[src/rtl/sync_fifo_pkg.sv]
// Shared types and helpers for the flagged synchronous FIFO family.
package sync_fifo_pkg;

  // Pointer width needed to address a FIFO of the given depth.
  function automatic int ptr_w(input int depth);
    return $clog2(depth);
  endfunction

  // Status bundle for higher-level blocks that collect FIFO flags.
  typedef struct packed {
    logic full;
    logic empty;
    logic almost_full;
    logic almost_empty;
    logic overflow;
    logic underflow;
  } fifo_status_t;

endpackage

[src/rtl/fifo_mem_2p.sv]
// Simple dual-port register file: one synchronous write port, one asynchronous read port.
module fifo_mem_2p
  import sync_fifo_pkg::*;
#(
  parameter int DATA_WIDTH = 32,
  parameter int FIFO_DEPTH = 16
) (
  input  logic                              clk,
  input  logic                              wr_en,
  input  logic [ptr_w(FIFO_DEPTH)-1:0]      wr_addr,
  input  logic [DATA_WIDTH-1:0]             wr_data,
  input  logic [ptr_w(FIFO_DEPTH)-1:0]      rd_addr,
  output logic [DATA_WIDTH-1:0]             rd_data
);

  logic [DATA_WIDTH-1:0] mem_q [FIFO_DEPTH];

  // Write port: store the word on an accepted push.
  // NOTE: the array has no reset; occupancy is tracked by the count register,
  // so stale contents are never observed and the array can map onto plain storage.
  always_ff @(posedge clk) begin
    if (wr_en) begin
      mem_q[wr_addr] <= wr_data;
    end
  end

  assign rd_data = mem_q[rd_addr];

endmodule

[src/rtl/sync_fifo_flagged.sv]
// Single-clock circular-buffer FIFO with fill count, threshold flags,
// sticky error flags, synchronous flush and selectable read mode.
module sync_fifo_flagged
  import sync_fifo_pkg::*;
#(
  parameter int DATA_WIDTH = 32,
  parameter int FIFO_DEPTH = 16,
  parameter int AF_THRESH  = FIFO_DEPTH - 2,
  parameter int AE_THRESH  = 2,
  parameter int FWFT       = 0
) (
  input  logic                          clk,
  input  logic                          reset_n,
  input  logic                          flush,
  input  logic                          push,
  input  logic [DATA_WIDTH-1:0]         wr_data,
  input  logic                          pop,
  output logic [DATA_WIDTH-1:0]         rd_data,
  output logic                          rd_valid,
  output logic                          fifo_full,
  output logic                          fifo_empty,
  output logic                          almost_full,
  output logic                          almost_empty,
  output logic [$clog2(FIFO_DEPTH):0]   fill_count,
  output logic                          overflow,
  output logic                          underflow
);

  localparam int PW = ptr_w(FIFO_DEPTH);
  localparam int CW = PW + 1;
  localparam logic [CW-1:0] DEPTH_C = CW'(FIFO_DEPTH);
  localparam logic [CW-1:0] AF_C    = CW'(AF_THRESH);
  localparam logic [CW-1:0] AE_C    = CW'(AE_THRESH);

  // Reject unusable configurations while elaborating.
  if ((FIFO_DEPTH < 2) || ((FIFO_DEPTH & (FIFO_DEPTH - 1)) != 0)) begin : g_bad_depth
    $error("sync_fifo_flagged: FIFO_DEPTH must be a power of two >= 2");
  end
  if ((AF_THRESH < 1) || (AF_THRESH > FIFO_DEPTH)) begin : g_bad_af
    $error("sync_fifo_flagged: AF_THRESH must be in 1..FIFO_DEPTH");
  end
  if ((AE_THRESH < 0) || (AE_THRESH > FIFO_DEPTH - 1)) begin : g_bad_ae
    $error("sync_fifo_flagged: AE_THRESH must be in 0..FIFO_DEPTH-1");
  end

  logic [PW-1:0]         wr_ptr_q, wr_ptr_d;
  logic [PW-1:0]         rd_ptr_q, rd_ptr_d;
  logic [CW-1:0]         count_q, count_d;
  logic                  overflow_q, overflow_d;
  logic                  underflow_q, underflow_d;
  logic                  push_ok, pop_ok;
  logic [DATA_WIDTH-1:0] mem_rdata;

  // Flags come straight from the count register.
  assign fifo_full    = (count_q == DEPTH_C);
  assign fifo_empty   = (count_q == '0);
  assign almost_full  = (count_q >= AF_C);
  assign almost_empty = (count_q <= AE_C);
  assign fill_count   = count_q;
  assign overflow     = overflow_q;
  assign underflow    = underflow_q;

  // A full FIFO still takes a push when a pop frees a slot in the same cycle;
  // an empty FIFO has no bypass, so a simultaneous pop is rejected.
  assign pop_ok  = pop & ~fifo_empty;
  assign push_ok = push & (~fifo_full | pop_ok);

  // Next-state for pointers, count and sticky errors; flush wins over traffic.
  // NOTE: every output of this block gets a default first, so no path leaves
  // a signal unassigned and no latch is inferred.
  always_comb begin
    wr_ptr_d    = wr_ptr_q;
    rd_ptr_d    = rd_ptr_q;
    count_d     = count_q;
    overflow_d  = overflow_q;
    underflow_d = underflow_q;
    if (flush) begin
      wr_ptr_d    = '0;
      rd_ptr_d    = '0;
      count_d     = '0;
      overflow_d  = 1'b0;
      underflow_d = 1'b0;
    end else begin
      if (push_ok) wr_ptr_d = wr_ptr_q + PW'(1);
      if (pop_ok)  rd_ptr_d = rd_ptr_q + PW'(1);
      count_d = count_q + CW'(push_ok) - CW'(pop_ok);
      if (push && !push_ok) overflow_d  = 1'b1;
      if (pop  && !pop_ok)  underflow_d = 1'b1;
    end
  end

  // State registers with asynchronous clear.
  // NOTE: sequential state uses non-blocking assignments so every register
  // samples the pre-edge values regardless of statement order.
  always_ff @(posedge clk or negedge reset_n) begin
    if (!reset_n) begin
      wr_ptr_q    <= '0;
      rd_ptr_q    <= '0;
      count_q     <= '0;
      overflow_q  <= 1'b0;
      underflow_q <= 1'b0;
    end else begin
      wr_ptr_q    <= wr_ptr_d;
      rd_ptr_q    <= rd_ptr_d;
      count_q     <= count_d;
      overflow_q  <= overflow_d;
      underflow_q <= underflow_d;
    end
  end

  fifo_mem_2p #(
    .DATA_WIDTH (DATA_WIDTH),
    .FIFO_DEPTH (FIFO_DEPTH)
  ) u_mem (
    .clk     (clk),
    .wr_en   (push_ok & ~flush),
    .wr_addr (wr_ptr_q),
    .wr_data (wr_data),
    .rd_addr (rd_ptr_q),
    .rd_data (mem_rdata)
  );

  if (FWFT == 0) begin : g_reg_read
    logic [DATA_WIDTH-1:0] rd_data_q;
    logic                  rd_valid_q;

    // Registered read: capture the head word on an accepted pop; data holds otherwise.
    always_ff @(posedge clk or negedge reset_n) begin
      if (!reset_n) begin
        rd_data_q  <= '0;
        rd_valid_q <= 1'b0;
      end else if (flush) begin
        rd_valid_q <= 1'b0;
      end else begin
        rd_valid_q <= pop_ok;
        if (pop_ok) rd_data_q <= mem_rdata;
      end
    end

    assign rd_data  = rd_data_q;
    assign rd_valid = rd_valid_q;
  end else begin : g_fwft
    // Head word is presented directly; masked to zero while empty so reset reads as 0.
    assign rd_valid = ~fifo_empty;
    assign rd_data  = fifo_empty ? '0 : mem_rdata;
  end

endmodule

[config.mk]
export PLATFORM = sky130hd
export DESIGN_NAME = sync_fifo_flagged
export DESIGN_NICKNAME = d
export VERILOG_FILES = /design/src/rtl/sync_fifo_pkg.sv /design/src/rtl/fifo_mem_2p.sv /design/src/rtl/sync_fifo_flagged.sv
export SDC_FILE = /design/constraint.sdc
export NUM_CORES = 1
export LEC_CHECK = 0
export CELL_PAD_IN_SITES_DETAIL_PLACEMENT = 2
export CELL_PAD_IN_SITES_GLOBAL_PLACEMENT = 2
export CORE_UTILIZATION = 35
export DETAILED_ROUTE_END_ITERATION = 10
export PLACE_DENSITY = 0.72
export SLEW_MARGIN = 20
export SYNTH_ARGS = -nofsm -noshare
export SYNTH_HDL_FRONTEND = slang
export SYNTH_SLANG_ARGS = --single-unit
[constraint.sdc]
create_clock -name clk -period 11.6 [get_ports clk]
set_input_delay 1.74 -clock clk [delete_from_list [all_inputs] [get_ports clk]]
set_output_delay 1.74 -clock clk [all_outputs]
set_load 0.01 [all_outputs]
After elaboration in Yosys (flattened, before gate mapping)
Memories as Yosys holds them, arrays and structs flattened. A register that Yosys moved wholly into a read port is not among the register bits. Cells that the tools add are included.

Output and inout port bits: 44. Memories kept: 1. RAM bits: 512. Flip-flop bits (word level): 16.

Equal/unequal tests: 1. $lt $le $gt $ge: 2. $add $sub $neg: 4. Reduce and logical (&&, ||, !) cells: 11. Bitwise gates (word level): 7. Mux-type cells: 12.

Memory list: u_mem.mem_q (words 16, width 32, rd ports 1, clocked after Yosys merged registers in 1, wr ports 1, line fifo_mem_2p.sv:16) `logic [DATA_WIDTH-1:0] mem_q [FIFO_DEPTH];`.

Operators by type and width (count): $mux 4 (4); $add 4x1->4 const B (2); $reduce_bool 2->1 (4); $mux 1 (7); $add 5x1->5 (1); $eq 5x5->1 const B (1); $ge 5x4->1 const B (1); $le 5x2->1 const B (1); $logic_not 5->1 (1); $mux 5 (1); $sub 5x1->5 (1); $and 1x1->1 (3); $logic_not 1->1 (3); $not 1->1 (3); $logic_and 1x1->1 (2); $reduce_and 2->1 (1); $or 1x1->1 (1).

Logic depth before layout (Yosys ltp)
Gate-level depths: netlist (run 1).

Depth in word-level cells: 9. Depth in mapped cells: 13. Mapped depth without buffers: 13.

Hierarchy
A second synthesis (run 1) with hierarchy kept.

Cells, all modules: 966. Area, all modules: 21501.9 µm².

Modules (own cells, without submodules): fifo_mem_2p (area each 19213.4 µm², seq. area each 15374.7 µm², cells each 806, instances 1); sync_fifo_flagged (area each 2288.4 µm², seq. area each 1201.2 µm², cells each 160, instances 1).

Least setup slack after synthesis (run 1)
No wires, ideal clock.

Path kind: input-to-reg. Start point: input port pop. End point: memory u_mem.mem_q[3][0], enable pin. Library setup time: 0.501 ns. Stages on the path: 4. Path slack: 5.813 ns. Arrival time: 5.286 ns. Cell sequence: inv_1 -> a21boi_2 -> nand2_1 -> nor4_1.

Cells in the longest elaborated chain, start to end: 6.

Ends and longest elaborated chain: from (decl) (line sync_fifo_flagged.sv:17) `input logic pop,`; $and 1x1->1 (line sync_fifo_flagged.sv:65) `assign pop_ok = pop & ~fifo_empty;`; $or 1x1->1 (line sync_fifo_flagged.sv:66) `assign push_ok = push & (~fifo_full | pop_ok);`; $and 1x1->1 (line sync_fifo_flagged.sv:66); $and 1x1->1 (line sync_fifo_flagged.sv:116) `.wr_en (push_ok & ~flush),`; $mux 1 (line fifo_mem_2p.sv:22) `if (wr_en) begin`; $mux 1 (not written as such) (line fifo_mem_2p.sv:23) `mem_q[wr_addr] <= wr_data;`; to (decl) (line fifo_mem_2p.sv:16).

Every way passes these cells.

Worst setup path in the final report (run 1)
Start point: register count_q[2] (netlist: fill_count[2]). End point: output port fifo_empty.

Cells in the longest elaborated chain, start to end: 1.

Ends and longest elaborated chain: from (decl) (line sync_fifo_flagged.sv:48) `logic [CW-1:0] count_q, count_d;`; from (signal assigned) (line sync_fifo_flagged.sv:105) `count_q <= count_d;`; $logic_not 5->1 (line sync_fifo_flagged.sv:56) `assign fifo_empty = (count_q == '0);`; to (decl) (line sync_fifo_flagged.sv:21) `output logic fifo_empty,`.

Every way passes these cells.

==> out/metrics.cfg, run 1 <==
[grt]
grt_pass1_vias = 12550
grt_usage_pct = 18.86
antenna_found_initial = 0
grt_first_pass_wirelength_um = 86290
grt_overflow_total = 0
grt_max_degree = 64

[timing]
finalSetupViolCount = 0
rsz0062_at_grt = no
worst_pin_slew_ps = 1085
holdWs_ps = 479.3
fin_crit_sh_pct = 37.63
tns_ps = 0
fin_skew_ps = 13.46
hold_violations = 0
slew_headroom_pct = 27.65
slew_violations = 0
timing.fmax_mhz = 229.1
fin_crit_ps = 4366
final.setup.worst_slack_ps = 7234

[critical_path]
r2r_start = rd_ptr_q[0]
start_kind = flop
rrSetupSlack_ps = 8430
crit_start = fill_count[2]
worstSetupPathType = flop to output port
end_kind = output port
crit_path_max_fanout = 7
crit_required_ps = 9860
cp.arrival_ps = 2630

[route]
top_layer = met4
wl_met1_um = 24380
drt_first_pass_iters = 6
drc = 0
vias_per_cell = 5.399
wl_met3_um = 1817
vias = 11130
routedWlPerCell_um = 28.51
wl_um = 58790
drtAntennaViolNets = 0
wl_met2_um = 31310
drtIter0Drc = 818

[clocking]
cts_hold_buf = 0
clock_path_buffers = 3
clkTransAtPathRegs_ps = 60
clk_latency_ps = 620
clock_sinks = 560
ctsHtreeMaxLevel = 2
postCtsSetupBuffers = 0
clockRootBuffer = clkbuf_16
post_cts_resize_count = 0
cts_tree = built
cts_buffers = 58

[finish]
fill_cells = 5710
drive_gt1_share_pct = 19.61
final_common_cell = edfxtp_1
nets = 1285
layout_common_cells = edfxtp_1, mux2i_1, clkdlybuf4s50_1, nand3_1, a22oi_1
syn_to_final_growth_pct = 17.97
antennaDiodeCount = 0

[synthesis]
synth_seq_area_share_pct = 76.25
synth_cell_type_count = 42
syn-num-nets = 1176
synth_seq_cells = 560
avgSynthCellArea_um2 = 19.36
yosys_warnings = 0
postSynthCellCount = 1123
synth_area_um2 = 21740

[floorplan]
die_h_um = 251.2
die_w_um = 251.2
core_area_um2 = 60810
fp-row-count = 90
initial_core_util_pct = 35.75
ios = 81
die-area_um2 = 63110

[power]
p_total_mw = 5.111
cellLeakagePower_nw = 8.005
combPwrFrac_pct = 15.9
netSwitchingFraction_pct = 26.05
ir_drop_v = 0.0001174
clkPwrFrac_pct = 37.1
seqPwrFrac_pct = 46.9
p_sw_mw = 1.331
p_int_mw = 3.780
p_per_area_nw_per_um2 = 199.3

[placement]
io_buffers = 80
gp_congestion = 0.7108
preCtsSetupSlack_ps = 6832
hpwl_um = 34560

[hold_path]
holdCritPathClass = flop to flop
min_from = rd_data[7]

[flow_run]
cap_violations = 0

[run_status]
outcome = finished, final reports clean

==> final cells by class <==
cell class                 instances  area [um^2]  share of cell area [%]
timing repair buffer             111         1179                   4.596
sequential                       560        16580                   64.66
tap                              782        978.4                   3.815
multi-input combinational        490         4915                   19.16
inverter                          11        46.29                  0.1805
clock buffer                      71         1590                   6.201
clock inverter                    37        354.1                   1.381
==> synth_stat cells <==
| cell | instances | area, um^2 |
|---|---|---|
| edfxtp_1 | 512 | 15370 |
| mux2i_1 | 128 | 1281 |
| nand3_1 | 69 | 345.3 |
| a22oi_1 | 66 | 495.5 |
| mux4_2 | 64 | 1441 |
| dfrtp_1 | 48 | 1201 |
| nand2_1 | 44 | 165.2 |
| a22oi_2 | 30 | 375.4 |
| buf_2 | 30 | 150.1 |
| clkbuf_1 | 21 | 78.83 |
| nor2_1 | 19 | 71.32 |
| ha_1 | 15 | 187.7 |
| inv_1 | 10 | 37.54 |
| a21oi_1 | 7 | 35.03 |
| buf_6 | 7 | 78.83 |
| nor3_1 | 6 | 30.03 |
| and3_1 | 5 | 31.28 |
| nor2b_1 | 5 | 31.28 |
| xor2_1 | 5 | 43.79 |
| buf_4 | 3 | 22.52 |
| nand2b_1 | 3 | 18.77 |
| o21ai_0 | 3 | 15.01 |
| nand3b_1 | 2 | 15.01 |
| or3_1 | 2 | 12.51 |
| xnor2_1 | 2 | 17.52 |
| a21boi_2 | 1 | 11.26 |
| a31oi_1 | 1 | 6.260 |
| and2_1 | 1 | 6.260 |
| buf_1 | 1 | 3.750 |
| fa_1 | 1 | 20.02 |
| inv_6 | 1 | 8.760 |
| mux2_2 | 1 | 11.26 |
| nand2b_2 | 1 | 8.760 |
| nand4bb_1 | 1 | 11.26 |
| nor3_2 | 1 | 10.01 |
| nor3_4 | 1 | 16.27 |
| nor4_1 | 1 | 6.260 |
| nor4b_4 | 1 | 23.77 |
| o211ai_1 | 1 | 7.510 |
| o21a_1 | 1 | 7.510 |
| or3b_2 | 1 | 8.760 |
| or4b_4 | 1 | 13.76 |
==> critical path: stages (launching register included) <==
cell,delay (ps)
dfrtp_1,440
inv_1,130
ha_1,180
or4b_4,550
inv_6,150
clkdlybuf4s50_1,550
==> routing by layer <==
layer  up-vias  global-route usage, %
li1       4756                      -
met1      6080                  23.61
met4         0                  5.784
met5         -                      0
met3        82                  2.444
met2       214                  33.87
==> state kept, by name, summed over array words and instances, names as in the netlist <==
| signal | flops |
|---|---|
| u_mem.mem_q | 512 |
| rd_data | 32 |
| fill_count | 5 |
| rd_ptr_q | 4 |
| wr_ptr_q | 4 |
| overflow | 1 |
| rd_valid | 1 |
| underflow | 1 |
==> cells by family after synthesis <==
kind of cell	after synthesis	synth area share, %
and+or+nand+nor	164	3.799
buffers and inverters	73	1.750
AOI/OAI and AO/OA	110	4.386
adders and majority gates	16	0.9555
DFF	560	76.25
xor gates and xnor gates	7	0.2820
muxes	193	12.58
==> worst paths after layout <==
| check | to | depth (start not counted) |
|---|---|---|
| max | fifo_empty | 5 |
| min | rd_data[7] | 2 |
| max reg2reg | rd_data[30] | 6 |
| min reg2reg | rd_data[7] | 2 |
| max in group asynchronous | rd_ptr_q[2] | 2 |
| min in group asynchronous | rd_data[3] | 2 |
==> through the flow <==
| step | area [um^2] | cells | util (%) |
|---|---|---|---|
| after CTS | 25440 | 2054 | 41.83 |
| final | 25650 | 2062 | 42.17 |
| after detailed placement | 23490 | 1946 | 38.63 |
| after floorplan | 21740 | 1123 | - |
| after global routing | 25650 | 2062 | 42.17 |
| after global placement | 23460 | 1945 | 38.59 |
==> power groups by stage <==
stage | clock [mW] | combinational, mW | sequential, mW
2_1_floorplan | 0 | 0.456 | 2.41
5_1_grt | 2.00 | 0.880 | 2.41
4_1_cts | 1.95 | 0.809 | 2.40
3_5_place_dp | 0 | 0.799 | 2.44
6_report | 1.90 | 0.815 | 2.40
3_3_place_gp | 0 | 0.763 | 2.44
Note: power is estimated with default switching activity, not from simulation.
==> inputs of run 2 (changes only) <==
--- a/config.mk
+++ b/config.mk
@@ -9,7 +9,7 @@
 export CELL_PAD_IN_SITES_GLOBAL_PLACEMENT = 2
 export CORE_UTILIZATION = 35
 export DETAILED_ROUTE_END_ITERATION = 10
-export PLACE_DENSITY = 0.72
+export PLACE_DENSITY = 0.75
 export SLEW_MARGIN = 20
 export SYNTH_ARGS = -nofsm -noshare
 export SYNTH_HDL_FRONTEND = slang
==> constraint.sdc (replaced) <==
create_clock -name clk -period 4 [get_ports clk]
set_input_delay 0.6 -clock clk [delete_from_list [all_inputs] [get_ports clk]]
set_output_delay 0.6 -clock clk [all_outputs]
set_load 0.01 [all_outputs]
==> out/metrics.cfg, run 2 (same netlist as run 1, synthesis figures left out) <==
[critical_path]
cp_cell_sequence = inv_1 -> ha_1 -> or4b_4 -> inv_6 -> clkdlybuf4s50_1
crit_required_ps = 3400  ; -6460 ps
cp.arrival_ps = 2600  ; -30 ps
crit_family = buffers and inverters
r2r_end = fill_count[4]
worstSetupPathType = flop to output port
start_kind = flop
crit_path_max_fanout = 7  ; unchanged
r2r_start = fill_count[2]
path_buf_inv = 3  ; unchanged
rrSetupSlack_ps = 960  ; -7470 ps
end_kind = output port
slowest_stage = clkdlybuf4s50_1
cpPeakStageDelay_ps = 580  ; +30 ps
reg2reg_depth = 12  ; +6

[finish]
drive_gt1_share_pct = 20.03  ; +0.42 points
utilization_pct = 42.37  ; +0.20 points
largest_register_ffs = 512  ; unchanged
final_common_cell = edfxtp_1
final-seq-area_um2 = 16580  ; unchanged
antennaDiodeCount = 0  ; unchanged
top_register = u_mem.mem_q
nets = 1297  ; +0.93%
multiInputGateArea_um2 = 4922  ; +0.15%
layout_common_cells = edfxtp_1, mux2i_1, clkdlybuf4s50_1, nand3_1, a22oi_1
syn_to_final_growth_pct = 18.53
fill_cells = 5658  ; -0.91%

[power]
netSwitchingFraction_pct = 25.93  ; -0.12 points
clkPwrFrac_pct = 37.4  ; +0.3 points
seqPwrFrac_pct = 46.5  ; -0.4 points
p_per_area_nw_per_um2 = 579.0  ; +190%
combPwrFrac_pct = 16.0  ; about the same
ir_drop_v = 0.0003202  ; +170%
p_sw_mw = 3.869  ; +190%
p_total_mw = 14.92  ; +190%
cellLeakagePower_nw = 8.068  ; +0.80%
p_int_mw = 11.05  ; +190%

[route]
routedWlPerCell_um = 29.17  ; +2.3%
drtAntennaViolNets = 0  ; unchanged
drc = 0  ; unchanged
vias = 11240  ; +1.0%
wl_um = 60540  ; +3.0%
drtIter0Drc = 887  ; +8.4%
drt_first_pass_iters = 5  ; -1
vias_per_cell = 5.419  ; +0.37%

[timing]
hold_violations = 0  ; unchanged
fin_crit_sh_pct = 79.95
final.setup.worst_slack_ps = 802.2  ; -6432 ps
worst_pin_slew_ps = 889.0  ; -196.2 ps
finalSetupViolCount = 0  ; unchanged
timing.fmax_mhz = 312.7
slew_headroom_pct = 40.74  ; +13 points
rsz0062_at_grt = no
fin_crit_ps = 3198
fin_skew_ps = 23.81  ; +10.35 ps
slew_violations = 0  ; unchanged
tns_ps = 0  ; unchanged
holdWs_ps = 98.23  ; -381.1 ps

[grt]
antenna_found_initial = 0  ; unchanged
grt_first_pass_wirelength_um = 88580  ; +2.6%
grt_max_degree = 50  ; -22%
grt_overflow_total = 0  ; unchanged
grt_pass1_vias = 12770  ; +1.7%
grt_usage_pct = 19.40  ; +0.53 points

[clocking]
postCtsSetupBuffers = 0  ; unchanged
cts_buffers = 57  ; -1.7%
clk_latency_ps = 620  ; about the same
cts_tree = built
cts_hold_buf = 0  ; unchanged
clock_sinks = 560  ; unchanged
clockRootBuffer = clkbuf_16
clkTransAtPathRegs_ps = 60  ; about the same
ctsHtreeMaxLevel = 2  ; unchanged
clock_path_buffers = 3  ; unchanged
post_cts_resize_count = 0  ; unchanged

[placement]
io_buffers = 80  ; unchanged
preCtsSetupSlack_ps = 540.1  ; -6292 ps
hpwl_um = 37210  ; +7.7%
gp_congestion = 0.7290  ; +2.6%

[run_status]
outcome = finished, final reports clean

[floorplan]
fp-row-count = 90  ; unchanged
die_w_um = 251.2  ; unchanged
core_area_um2 = 60810  ; unchanged
die_h_um = 251.2  ; unchanged
initial_core_util_pct = 35.75  ; unchanged
die-area_um2 = 63110  ; unchanged
ios = 81  ; unchanged

[flow_run]
cap_violations = 0  ; unchanged

[hold_path]
holdCritPathClass = input port to async pin

-- run 2: changes by cell type in the layout (fill, tap and decap cells not counted), sizes merged --
cell | previous run | this run
bufinv | 6 | 8
clkinv | 24 | 18
clkinvlp | 5 | 2
clkbuf | 71 | 79
inv | 13 | 12
buf | 32 | 45
-- run 2: metrics by stage --
| step | std cells | area, um^2 |
|---|---|---|
| floorplan | 1123 | 21760 |
| global placement | 1966 | 23770 |
| detailed placement | 1967 | 23800 |
| CTS | 2075 | 25770 |
| global route | 2075 | 25770 |
| finish | 2075 | 25770 |
-- run 2: final cells by class --
class | instances | share of cell area, %
clock buffer | 79 | 6.172
clock inverter | 29 | 1.457
inverter | 11 | 0.1797
multi-input combinational | 490 | 19.10
sequential | 560 | 64.36
tap | 782 | 3.797
timing repair buffer | 124 | 4.933
-- run 2: power by group through the flow --
stage	logic, mW	registers (mW)	clock network [mW]
2_1_floorplan	1.32	6.98	0
3_3_place_gp	2.30	7.06	0
3_5_place_dp	2.42	7.07	0
4_1_cts	2.45	6.96	5.69
5_1_grt	2.58	6.98	5.88
6_report	2.39	6.94	5.58
-- run 2: how the worst max path moves through the flow --
stage	start	end	cells past startpoint
detailed placement	pop	u_mem.mem_q[14][1]	6
floorplan	wr_ptr_q[0]	u_mem.mem_q[2][0]	4
global route	fill_count[3]	fifo_empty	5
global placement	pop	u_mem.mem_q[14][5]	6
CTS	fill_count[2]	fifo_empty	5
finish	fill_count[2]	fifo_empty	5
-- run 2: per-layer routing --
metal	vias to the layer above	GRT usage, %	wire [um]	part of all wire, %
met5	-	0	0	0
met4	0	6.603	1806	3.0
li1	4759	-	-	-
met1	6078	23.67	24340	40
met2	297	35.07	32040	53
met3	110	2.723	2359	3.9
-- run 2: worst reg2reg max path: stages (launching register included) --
cell,delay [ps]
dfrtp_1,420
inv_1,120
ha_1,180
or4b_4,550
inv_6,140
or3_1,180
nand2_1,70
ha_1,210
fa_1,440
nand2b_1,100
a21oi_1,70
or3_1,300
a21oi_1,160
